`config.mk`:
```
export PLATFORM = sky130hd
export DESIGN_NAME = serial_add_arbiter
export DESIGN_NICKNAME = d
export VERILOG_FILES = /design/src/rtl/serial_add_arbiter.sv
export SDC_FILE = /design/constraint.sdc
export NUM_CORES = 1
export LEC_CHECK = 0
export BUFFER_PORTS_ARGS = -buffer_cell sky130_fd_sc_hd__buf_4
export CELL_PAD_IN_SITES_DETAIL_PLACEMENT = 0
export CELL_PAD_IN_SITES_GLOBAL_PLACEMENT = 1
export CORE_MARGIN = 5
export CORE_UTILIZATION = 37
export CTS_CLUSTER_DIAMETER = 100
export DETAILED_ROUTE_END_ITERATION = 10
export PLACE_DENSITY_LB_ADDON = 0.15
export REMOVE_ABC_BUFFERS = 1
export SLEW_MARGIN = 20
export SYNTH_ARGS = -nofsm -noshare
export SYNTH_HDL_FRONTEND = slang
export SYNTH_SLANG_ARGS = --single-unit
```
`constraint.sdc`:
```
create_clock -name clk -period 2.2 [get_ports clk]
set_input_delay 0.33 -clock clk [delete_from_list [all_inputs] [get_ports clk]]
set_output_delay 0.33 -clock clk [all_outputs]
set_load 0.01 [all_outputs]
```
`src/rtl/serial_add_arbiter.sv`:
```
// Two-requester adder sharing one bit-serial full adder, round-robin arbitrated.
// Latency: result presented WIDTH+1 cycles after the accept cycle, held until taken.
// Backpressure: DONE holds until out_ready; no request is accepted outside IDLE.
module serial_add_arbiter #(
    parameter int WIDTH = 4
) (
    input  logic             clk,
    input  logic             rst,
    input  logic [1:0]       req_valid,
    output logic [1:0]       req_ready,
    input  logic [WIDTH-1:0] a0,
    input  logic [WIDTH-1:0] b0,
    input  logic [WIDTH-1:0] a1,
    input  logic [WIDTH-1:0] b1,
    output logic             out_valid,
    input  logic             out_ready,
    output logic [WIDTH-1:0] sum,
    output logic             cout,
    output logic             out_id,
    output logic             busy
);

    localparam int IW = (WIDTH > 2) ? $clog2(WIDTH) : 1;

    localparam logic [1:0] S_IDLE = 2'd0;
    localparam logic [1:0] S_RUN  = 2'd1;
    localparam logic [1:0] S_DONE = 2'd2;

    logic [1:0]       state;
    logic [WIDTH-1:0] op_a;
    logic [WIDTH-1:0] op_b;
    logic             carry;
    logic [IW-1:0]    idx;
    logic             last_grant;

    logic             win;
    logic [1:0]       grant;
    logic             accept;
    logic             bit_a;
    logic             bit_b;
    logic             fa_s;
    logic             fa_c;
    logic             last_bit;

    // last_grant resets to 1 so that a tie straight out of reset goes to requester 0
    always_comb begin
        win = 1'b0;
        case (req_valid)
            2'b01:   win = 1'b0;
            2'b10:   win = 1'b1;
            2'b11:   win = ~last_grant;
            default: win = 1'b0;
        endcase
    end

    assign grant     = (state == S_IDLE && !rst) ? (req_valid & (win ? 2'b10 : 2'b01)) : 2'b00;
    assign req_ready = grant;
    assign accept    = |grant;

    assign bit_a    = op_a[idx];
    assign bit_b    = op_b[idx];
    assign fa_s     = bit_a ^ bit_b ^ carry;
    assign fa_c     = (bit_a & bit_b) | (carry & (bit_a ^ bit_b));
    assign last_bit = (idx == IW'(WIDTH - 1));

    assign busy      = (state != S_IDLE);
    assign out_valid = (state == S_DONE);

    always_ff @(posedge clk) begin
        if (rst) begin
            state      <= S_IDLE;
            op_a       <= '0;
            op_b       <= '0;
            carry      <= 1'b0;
            idx        <= '0;
            last_grant <= 1'b1;
            sum        <= '0;
            cout       <= 1'b0;
            out_id     <= 1'b0;
        end else begin
            case (state)
                S_IDLE: begin
                    if (accept) begin
                        op_a       <= win ? a1 : a0;
                        op_b       <= win ? b1 : b0;
                        out_id     <= win;
                        last_grant <= win;
                        carry      <= 1'b0;
                        idx        <= '0;
                        state      <= S_RUN;
                    end
                end
                S_RUN: begin
                    sum[idx] <= fa_s;
                    carry    <= fa_c;
                    idx      <= idx + IW'(1);
                    if (last_bit) begin
                        cout  <= fa_c;
                        state <= S_DONE;
                    end
                end
                S_DONE: begin
                    if (out_ready) begin
                        state <= S_IDLE;
                    end
                end
                default: state <= S_IDLE;
            endcase
        end
    end

endmodule

```
==> impl_results.md, run 1 <==
- Status: completed
- # rows: 19
- Clock Sinks: 20
- Post-Synth XOR/XNOR Area: 0
- Tcrit/Tclk final: 0.9210
- Die X: 63.93 µm
- HP Start: out_ready
- GRT overflow: 0
- Core ar.: 2781 µm²
- Post-CTS sizing: 0
- Cts bufs inserted: 3
- Post-place instance area: 1306 µm²
- Crit path capture type: output pin
- Avg Cell Area, Syn: 9.439 µm²
- Synth Warn #: 0
- Initial core utilization: 0.3869
- Max Buffers Root-to-Sink: 2
- Post-cts hold buffer count: 0
- Gpl congestion: 0.7147
- Finished Cell Area: 1343 µm²
- Unrepaired setup endpoints after global routing: false
- Reg2reg path depth: 4
- Initial DRT Pass Iterations: 4
- CTS H-tree lvls: 1
- Routed WL: 2415 µm
- Residual DRC: 0
- IR drop worst, VDD: 0.3326 mV
- Drt via density: 5.363
- Min-Delay Endpoint: state[1]
- Clock skew: 0.01113 ns
- Slew Limit Fails: 0
- Power density over the cells: 613.1 nW/µm²
- Post-Synth Adder-Cell Area: 0.06512
- Setup WS pre-CTS: 0.2916 ns
- Post-detailed-route wirelength per cell: 14.12 µm
- 1st-iter DRT viols: 24
- Complex-gate fraction of the synthesized area: 0.2977
- Initial antenna violation count: 0
- IO Port Bufs: 30
- CP Launch Type: flop
- MaxCap Viol Count: 0
- Clock-pin slew on the worst setup and hold paths: 0.12 ns
- Setup TNS Final: 0 ns
- Synth Area in Simple Gates: 0.1291
- FMAX: 493.5 MHz
- Final Hold Vio Count: 0
- Clk_lat worst skew: 0.30 ns
- # placed instances: 167
- Area leader, netlist: dfxtp_1
- Multi-input logic area: 574.3 µm²
- Vias in the first global route: 958
- Routed Antenna Nets: 0
- Actual slew at the worst max-slew pin: 0.6221 ns
- HPWL after DPL: 1901 µm
- Hold Path Stages: 4
- CTS tree: built
- Register area: 400.4 µm²
- HP Class: primary input to flop
- GRT Overall Usage: 0.1287
- Path type of the worst setup path: flop to output pin
- Yosys reg bits: 20
- Final WS setup: 0.1738 ns
- R2R Setup Slk: 0.30 ns
- Post-synthesis mux area share: 0.04186
- Pin count of the biggest net entering global routing: 23
- Via Count: 917
- CP Launch Point: state[1]
- Distinct cells, synth: 25
- Synth top area cells: dfxtp_1 (37%), a2111oi_2 (11%), a211oi_1 (5.6%), inv_1 (4.9%), a21oi_1 (4.7%)
- Combinational family with the most area after synthesis: compound AO/OA/AOI/OAI gates
- First-pass GRT wire length: 4284 µm
- Filler instances: 284
- LEAKAGE: 0.5158 nW
- Worst r2r src: idx[0]
- Critical path arrival: 1.70 ns
- Reg-to-reg endpoint: sum[3]
- Cell area after synthesis: 1076 µm²
- Slew Limit Headroom: 0.5844
- Diodes inserted: 0
- Crit Path Max Fanout: 10
- Final Non-Filler Cells: 171
- Die area: 4086 µm²
- Die H: 63.93 µm
- Setup Buffers After CTS: 0
- Syn Inst Count: 114
- Endpoints failing setup: 0
- Critical Path RT: 1.87 ns
- NumNets Final: 167
- I/O pin cnt: 31
- Clock root buffer: clkbuf_4
- Area fraction of the dominant cell type after synthesis: 0.3721
- Minimum clock period: 2.026 ns
- Sequential fraction of the synthesis area: 0.3721
- Layout area overhead: 24.77%
- Share of cells above drive strength 1: 0.3429
Yosys cell counts, drive strengths merged:
cell and number:
nand2 3, nor2b 3, o211ai 3, buf 5, nor3 9, a311oi 5, fa 1, a21oi 10
a21o 1, a22oi 1, or2 2, or3b 2, a211o 1, inv 14, a211oi 8, clkbuf 5
dfxtp 20, mux4 2, a2111oi 8, nor2 4, nand2b 3, ha 4
report_power, final:
part,switching [W],internal (W)
Clock,0.000114,0.000101
Combinational,0.000102,0.0000961
Sequential,0.0000204,0.000390
Total,0.000236,0.000587
final cells by class:
cell class              instances  share of cell area
multi-input cells              70              0.4278
repair buffers                 32              0.1789
flip-flops and latches         20              0.2982
inverters                      14             0.03914
well taps                      31             0.02889
clock buffers                   4             0.02703
through the flow:
stage / power [W] / utilization / hold WS [ns]
floorplan: 0.0005328 / - / 0.3989
global placement: 0.0006144 / 0.4696 / 0.4487
finish: 0.0008231 / 0.4827 / 0.3548
global route: 0.0008838 / 0.4827 / 0.3608
CTS: 0.0008381 / 0.4827 / 0.3528
detailed placement: 0.0006209 / 0.4696 / 0.4489
worst max-delay path: stages (launching register included):
cell	delay (ns)
dfxtp_1	0.37
or3b_2	0.60
a21o_1	0.21
nor2_1	0.09
buf_4	0.13
sequential cells by signal (all words and copies together), names as in the netlist:
signal	count
op_b	4
sum	4
state	2
cout	1
out_id	1
idx	2
carry	1
op_a	4
last_grant	1
how the worst max path moves through the flow:
stage	endpoint	slack (ns)
2_1_floorplan	sum[0]	0.44
3_3_place_gp	sum[3]	0.39
3_5_place_dp	sum[3]	0.29
4_1_cts	req_ready[1]	0.15
5_1_grt	req_ready[1]	0.06
6_report	req_ready[1]	0.17
cell families after synthesis:
logic type,after synthesis
buffers and inverters,24
AOI/OAI and AO/OA,37
DFF,20
muxes,2
and+or+nand+nor,26
adders and majority gates,5
cells in the final DEF (no fill, tap or decap), drive strengths merged:
cell type / instances
nand2b: 3
o211ai: 3
nor3: 9
a2111oi: 8
fa: 1
mux4: 2
dfxtp: 20
ha: 4
a211oi: 8
or3b: 2
nor2b: 3
buf: 32
a21o: 1
nor2: 4
a21oi: 10
nand2: 3
clkbuf: 4
a22oi: 1
a211o: 1
or2: 2
a311oi: 5
inv: 14
layer usage:
metal,global-route usage,part of all wire
met5,0,0
met2,0.2148,0.51
met1,0.1638,0.43
met3,0.02277,0.048
met4,0.04935,0.0050
Note: power is estimated with default switching activity, not from simulation.
==> run 2, diff against run 1 <==
--- a/config.mk
+++ b/config.mk
@@ -9,7 +9,7 @@
 export CELL_PAD_IN_SITES_DETAIL_PLACEMENT = 0
 export CELL_PAD_IN_SITES_GLOBAL_PLACEMENT = 1
 export CORE_MARGIN = 5
-export CORE_UTILIZATION = 37
+export CORE_UTILIZATION = 25
 export CTS_CLUSTER_DIAMETER = 100
 export DETAILED_ROUTE_END_ITERATION = 10
 export PLACE_DENSITY_LB_ADDON = 0.15
==> run 2 against run 1 <==
  * First-iteration DRC count is the same
  * Cell count grew 11%
  * Hold slack gained 0.059 ns
==> impl_results.md, run 2 (synthesized netlist as in run 1, its figures left out) <==
- Status: completed (unchanged)
- Top Family by Delay on Critical Path: simple AND/OR/NAND/NOR gates (unchanged)
- Crit Path Max Fanout: 10 (unchanged)
- GRT Overall Usage: 0.1089 (was 0.1287)
- Residual DRC: 0 (unchanged)
- CTS H-tree lvls: 1 (unchanged)
- Critical path, cell by cell: or3b_2, a21o_1, nor2_1, buf_4 (unchanged)
- Clock root buffer: clkbuf_8 (was clkbuf_4)
- Crit path capture type: output pin (unchanged)
- Net Sw Power: 0.0002403 W (was 0.0002360 W)
- Path type of the worst setup path: flop to output pin (unchanged)
- Post-cts hold buffer count: 0 (unchanged)
- GRT overflow: 0 (unchanged)
- MaxCap Viol Count: 0 (unchanged)
- First-pass GRT wire length: 4671 µm (was 4284 µm)
- Minimum clock period: 1.967 ns (was 2.026 ns)
- IO Port Bufs: 30 (unchanged)
- Slew Limit Headroom: 0.5813 (was 0.5844)
- Endpoints failing setup: 0 (unchanged)
- Cts bufs inserted: 3 (unchanged)
- Buf/Inv on CP: 1 (unchanged)
- CP max stage cell: or3b_2 (unchanged)
- CTS tree: built (unchanged)
- Vias in the first global route: 959 (was 958)
- Routed WL: 2703 µm (was 2415 µm)
- I/O pin cnt: 31 (unchanged)
- Slew Limit Fails: 0 (unchanged)
- HPWL after DPL: 2114 µm (was 1901 µm)
- Die X: 75.61 µm (was 63.93 µm)
- CP Launch Type: flop (unchanged)
- Unrepaired setup endpoints after global routing: false (unchanged)
- IR drop worst, VDD: 0.1710 mV (was 0.3326 mV)
- Commonest non-fill, non-tap cells in the layout: buf_4 (32), dfxtp_1 (20), inv_1 (14) (unchanged)
- WHS: 0.4141 ns (was 0.3548 ns)
- Clock-pin slew on the worst setup and hold paths: 0.07 ns (was 0.12 ns)
- Drt via density: 4.783 (was 5.363)
- Final Hold Vio Count: 0 (unchanged)
- Share of cells above drive strength 1: 0.3381 (was 0.3429)
- Die area: 5716 µm² (was 4086 µm²)
- Core ar.: 4086 µm² (was 2781 µm²)
- Setup Buffers After CTS: 0 (unchanged)
- Gpl congestion: 0.7814 (was 0.7147)
- Layout area overhead: 27.44% (was 24.77%)
- Via Count: 904 (was 917)
- # rows: 23 (was 19)
- Initial antenna violation count: 0 (unchanged)
- Clk_lat worst skew: 0.25 ns (was 0.30 ns)
- Biggest regs: op_a x4, op_b x4, sum x4 (unchanged)
- Initial core utilization: 0.2633 (was 0.3869)
- NumNets Final: 167 (unchanged)
- Post-detailed-route wirelength per cell: 14.30 µm (was 14.12 µm)
- LEAKAGE: 0.5163 nW (was 0.5158 nW)
- P_int: 0.0006082 W (was 0.0005871 W)
- Switching Fraction: 0.2832 (was 0.2868)
- Critical path arrival: 1.64 ns (was 1.70 ns)
- Tcrit/Tclk final: 0.8942 (was 0.9210)
- Initial DRT Pass Iterations: 4 (unchanged)
- HP Class: primary input to flop (unchanged)
- Combinational power share: 0.235 (was 0.240)
- Setup TNS Final: 0 ns (unchanged)
- Power density over the cells: 618.7 nW/µm² (was 613.1 nW/µm²)
- Flop pwr share: 0.484 (was 0.499)
- Post-CTS sizing: 0 (unchanged)
- 1st-iter DRT viols: 24 (unchanged)
- Actual slew at the worst max-slew pin: 0.6268 ns (was 0.6221 ns)
- Routed Antenna Nets: 0 (unchanged)
- Die H: 75.61 µm (was 63.93 µm)
- Max Buffers Root-to-Sink: 2 (unchanged)
- Clock skew: 0.001034 ns (was 0.01113 ns)
- Critical Path RT: 1.87 ns (about the same)
- FMAX: 508.3 MHz (was 493.5 MHz)
- Most common cell after layout, fill and taps aside: buf_4 (unchanged)
- Clock Power Share: 0.281 (was 0.261)
- Clock Sinks: 20 (unchanged)
- Diodes inserted: 0 (unchanged)
- Max incr delay on CP: 0.59 ns (was 0.60 ns)
- Pin count of the biggest net entering global routing: 23 (unchanged)
[run 2: changes by cell type in the layout (fill, tap and decap cells not counted)]
cell      delta
clkbuf_4     -3
clkbuf_8     +2
[run 2: per-layer routing]
layer | track usage | wire length (µm) | part of all wire | vias to the layer above
li1 | - | - | - | 467
met1 | 0.1473 | 1306 | 0.48 | 403
met2 | 0.1678 | 1193 | 0.44 | 29
met3 | 0.02639 | 154 | 0.057 | 5
met4 | 0.04078 | 49 | 0.018 | 0
met5 | 0 | 0 | 0 | -
[run 2: worst reg2reg max path, delay by kind of cell, from the launching register on]
kind            cells  cell delay, ns
compound gates      1            0.24
fa+ha+maj           1            0.48
buf+inv             1            0.09
flops               1            0.47
mux                 1            0.54
[run 2: power by group through the flow]
stage / Sequential [W] / Combinational (W) / Clock (W)
global placement: 0.000418 / 0.000200 / 0
detailed placement: 0.000420 / 0.000202 / 0
floorplan: 0.000418 / 0.000115 / 0
finish: 0.000411 / 0.000199 / 0.000238
global route: 0.000416 / 0.000223 / 0.000266
CTS: 0.000412 / 0.000203 / 0.000252
[run 2: area by class of cell]
cell class | instances | area (µm²)
clock buffer | 3 | 41.29
fill | 445 | 2715
inverter | 14 | 52.55
multi-input combinational | 70 | 574.3
sequential | 20 | 400.4
tap | 50 | 62.56
timing repair buffer | 32 | 240.2
[run 2: stage by stage]
step                instances  setup WS, ns  total power, W    util  instance area (µm²)
floorplan                 104        0.4396       0.0005328       -                 1027
global placement          186        0.3773       0.0006185  0.3255                 1330
detailed placement        186        0.3071       0.0006223  0.3255                 1330
CTS                       189        0.2035       0.0008664  0.3356                 1371
global route              189        0.1036       0.0009047  0.3356                 1371
finish                    189        0.2327       0.0008485  0.3356                 1371
[run 2: worst paths after layout]
kind	start	endpoint	slack (ns)	depth (start not counted)
hold / removal	out_ready	state[1]	0.41	4
setup reg to reg	idx[0]	sum[1]	0.30	4
hold reg to reg	out_id	out_id	0.47	2
setup / recovery	state[1]	req_ready[1]	0.23	4
==> run 3, diff against run 2 <==
--- a/config.mk
+++ b/config.mk
@@ -10,11 +10,11 @@
 export CELL_PAD_IN_SITES_GLOBAL_PLACEMENT = 1
 export CORE_MARGIN = 5
 export CORE_UTILIZATION = 25
+export CTS_BUF_LIST = sky130_fd_sc_hd__clkbuf_4
 export CTS_CLUSTER_DIAMETER = 100
 export DETAILED_ROUTE_END_ITERATION = 10
 export PLACE_DENSITY_LB_ADDON = 0.15
 export REMOVE_ABC_BUFFERS = 1
-export SLEW_MARGIN = 20
 export SYNTH_ARGS = -nofsm -noshare
 export SYNTH_HDL_FRONTEND = slang
 export SYNTH_SLANG_ARGS = --single-unit
==> run 3 against run 2 <==
  * Hold slack got worse by 0.041 ns
  * Clock-buffer cell count unchanged
  * Clock power decreased by 28%
  * Global-route usage decreased by 0.11 points
  * Critical endpoint unchanged
  * Via count increased by 0.22%
  * Worst setup slack got worse by 0.052 ns
  * Cell count unchanged
==> impl_results.md, run 3 (synthesized netlist as in run 1, its figures left out) <==
- Status: completed (unchanged)
- CTS tree: built (unchanged)
- Layout area overhead: 25.70% (was 27.44%)
- Routed WL: 2682 µm (was 2703 µm)
- FMAX: 495.3 MHz (was 508.3 MHz)
- Critical Path RT: 1.87 ns (about the same)
- HP Start: out_ready (unchanged)
- GRT overflow: 0 (unchanged)
- Via Count: 906 (was 904)
- Endpoints failing setup: 0 (unchanged)
- Actual slew at the worst max-slew pin: 0.6417 ns (was 0.6268 ns)
- HP Class: primary input to flop (unchanged)
- GRT Overall Usage: 0.1078 (was 0.1089)
- Final Hold Vio Count: 0 (unchanged)
- Path type of the worst setup path: flop to output pin (unchanged)
- HPWL after DPL: 2114 µm (unchanged)
- Crit path capture type: output pin (unchanged)
- Commonest non-fill, non-tap cells in the layout: buf_4 (32), dfxtp_1 (20), inv_1 (14) (unchanged)
- Post-cts hold buffer count: 0 (unchanged)
- Clock root buffer: clkbuf_4 (was clkbuf_8)
- First-pass GRT wire length: 4643 µm (was 4671 µm)
- Setup Buffers After CTS: 0 (unchanged)
- Initial core utilization: 0.2633 (unchanged)
- Setup TNS Final: 0 ns (unchanged)
- Most common cell after layout, fill and taps aside: buf_4 (unchanged)
- Share of cells above drive strength 1: 0.3381 (unchanged)
- Register area: 400.4 µm² (unchanged)
- I/O pin cnt: 31 (unchanged)
- Setup WS pre-CTS: 0.3071 ns (unchanged)
- Minimum clock period: 2.019 ns (was 1.967 ns)
- CTS H-tree lvls: 1 (unchanged)
- Post-layout util: 0.3310 (was 0.3356)
- Hold Path Stages: 4 (unchanged)
- Clk_lat worst skew: 0.29 ns (was 0.25 ns)
- Critical path arrival: 1.69 ns (was 1.64 ns)
- Clock Sinks: 20 (unchanged)
- Post-CTS sizing: 0 (unchanged)
- Initial antenna violation count: 0 (unchanged)
- IO Port Bufs: 30 (unchanged)
- Post-detailed-route wirelength per cell: 14.19 µm (was 14.30 µm)
- CP Launch Type: flop (unchanged)
- 1st-iter DRT viols: 30 (was 24)
- Die area: 5716 µm² (unchanged)
- Min-Delay Endpoint: state[1] (unchanged)
- Reg2reg path depth: 4 (unchanged)
- LEAKAGE: 0.5086 nW (was 0.5163 nW)
- IR drop worst, VDD: 0.1905 mV (was 0.1710 mV)
- Core ar.: 4086 µm² (unchanged)
- Crit Path Max Fanout: 10 (unchanged)
- Pin count of the biggest net entering global routing: 23 (unchanged)
- Unrepaired setup endpoints after global routing: false (unchanged)
- Biggest regs: op_a x4, op_b x4, sum x4 (unchanged)
- Drt via density: 4.794 (was 4.783)
- # rows: 23 (unchanged)
- NumNets Final: 167 (unchanged)
- Cts bufs inserted: 3 (unchanged)
- Die X: 75.61 µm (unchanged)
- Residual DRC: 0 (unchanged)
- R2R Setup Slk: 0.29 ns (was 0.30 ns)
- Clock skew: 0.001612 ns (was 0.001034 ns)
- CP Launch Point: state[1] (unchanged)
- Gpl congestion: 0.7814 (unchanged)
- WHS: 0.3727 ns (was 0.4141 ns)
- Power density over the cells: 578.2 nW/µm² (was 618.7 nW/µm²)
- Worst r2r src: idx[0] (unchanged)
- Vias in the first global route: 961 (was 959)
- Final WS setup: 0.1812 ns (was 0.2327 ns)
- Clock-pin slew on the worst setup and hold paths: 0.11 ns (was 0.07 ns)
- Max Buffers Root-to-Sink: 2 (unchanged)
- Multi-input logic area: 574.3 µm² (unchanged)
- Slew Limit Headroom: 0.5713 (was 0.5813)
- Diodes inserted: 0 (unchanged)
- Die H: 75.61 µm (unchanged)
- MaxCap Viol Count: 0 (unchanged)
- Routed Antenna Nets: 0 (unchanged)
- Initial DRT Pass Iterations: 5 (was 4)
- Tcrit/Tclk final: 0.9176 (was 0.8942)
- Filler instances: 447 (was 445)
- Slew Limit Fails: 0 (unchanged)
- Reg-to-reg endpoint: sum[1] (unchanged)
[run 3: worst max path at each step]
stage               depth (start not counted)      endpoint
finish                                      4  req_ready[1]
global route                                4  req_ready[1]
CTS                                         4  req_ready[1]
detailed placement                          4        sum[1]
global placement                            4        sum[1]
floorplan                                   4        sum[0]
[run 3: final cells by class]
type | instances | area share
Multi-Input combinational cell | 70 | 0.4246
Timing Repair Buffer | 32 | 0.1776
Tap cell | 50 | 0.04625
Inverter | 14 | 0.03885
Clock buffer | 3 | 0.01665
Sequential cell | 20 | 0.2960
[run 3: metrics by stage]
| stage | std cells | cell area, µm² | power [W] |
|---|---|---|---|
| 2_1_floorplan | 104 | 1027 | 0.0005328 |
| 3_3_place_gp | 186 | 1330 | 0.0006185 |
| 3_5_place_dp | 186 | 1330 | 0.0006223 |
| 4_1_cts | 189 | 1353 | 0.0007973 |
| 5_1_grt | 189 | 1353 | 0.0008384 |
| 6_report | 189 | 1353 | 0.0007821 |
[run 3: routing by layer]
layer  GRT usage  vias to the layer above  wire length [µm]
li1            -                      470                 -
met1      0.1465                      404              1285
met2      0.1678                       28              1204
met3     0.02639                        4               160
met4     0.03495                        0                31
met5           0                        -                 0
[run 3: report_power, final]
part / internal [W] / leakage [nW] / switching [W] / total [W]
clock network: 0.0000637 / 0.0138 / 0.000108 / 0.000172
registers: 0.000390 / 0.165 / 0.0000209 / 0.000411
logic: 0.0000962 / 0.330 / 0.000103 / 0.000200
[run 3: worst max-delay path: stages (launching register included)]
cell     delay, ns
dfxtp_1       0.36
or3b_2        0.59
a21o_1        0.21
nor2_1        0.10
buf_4         0.13
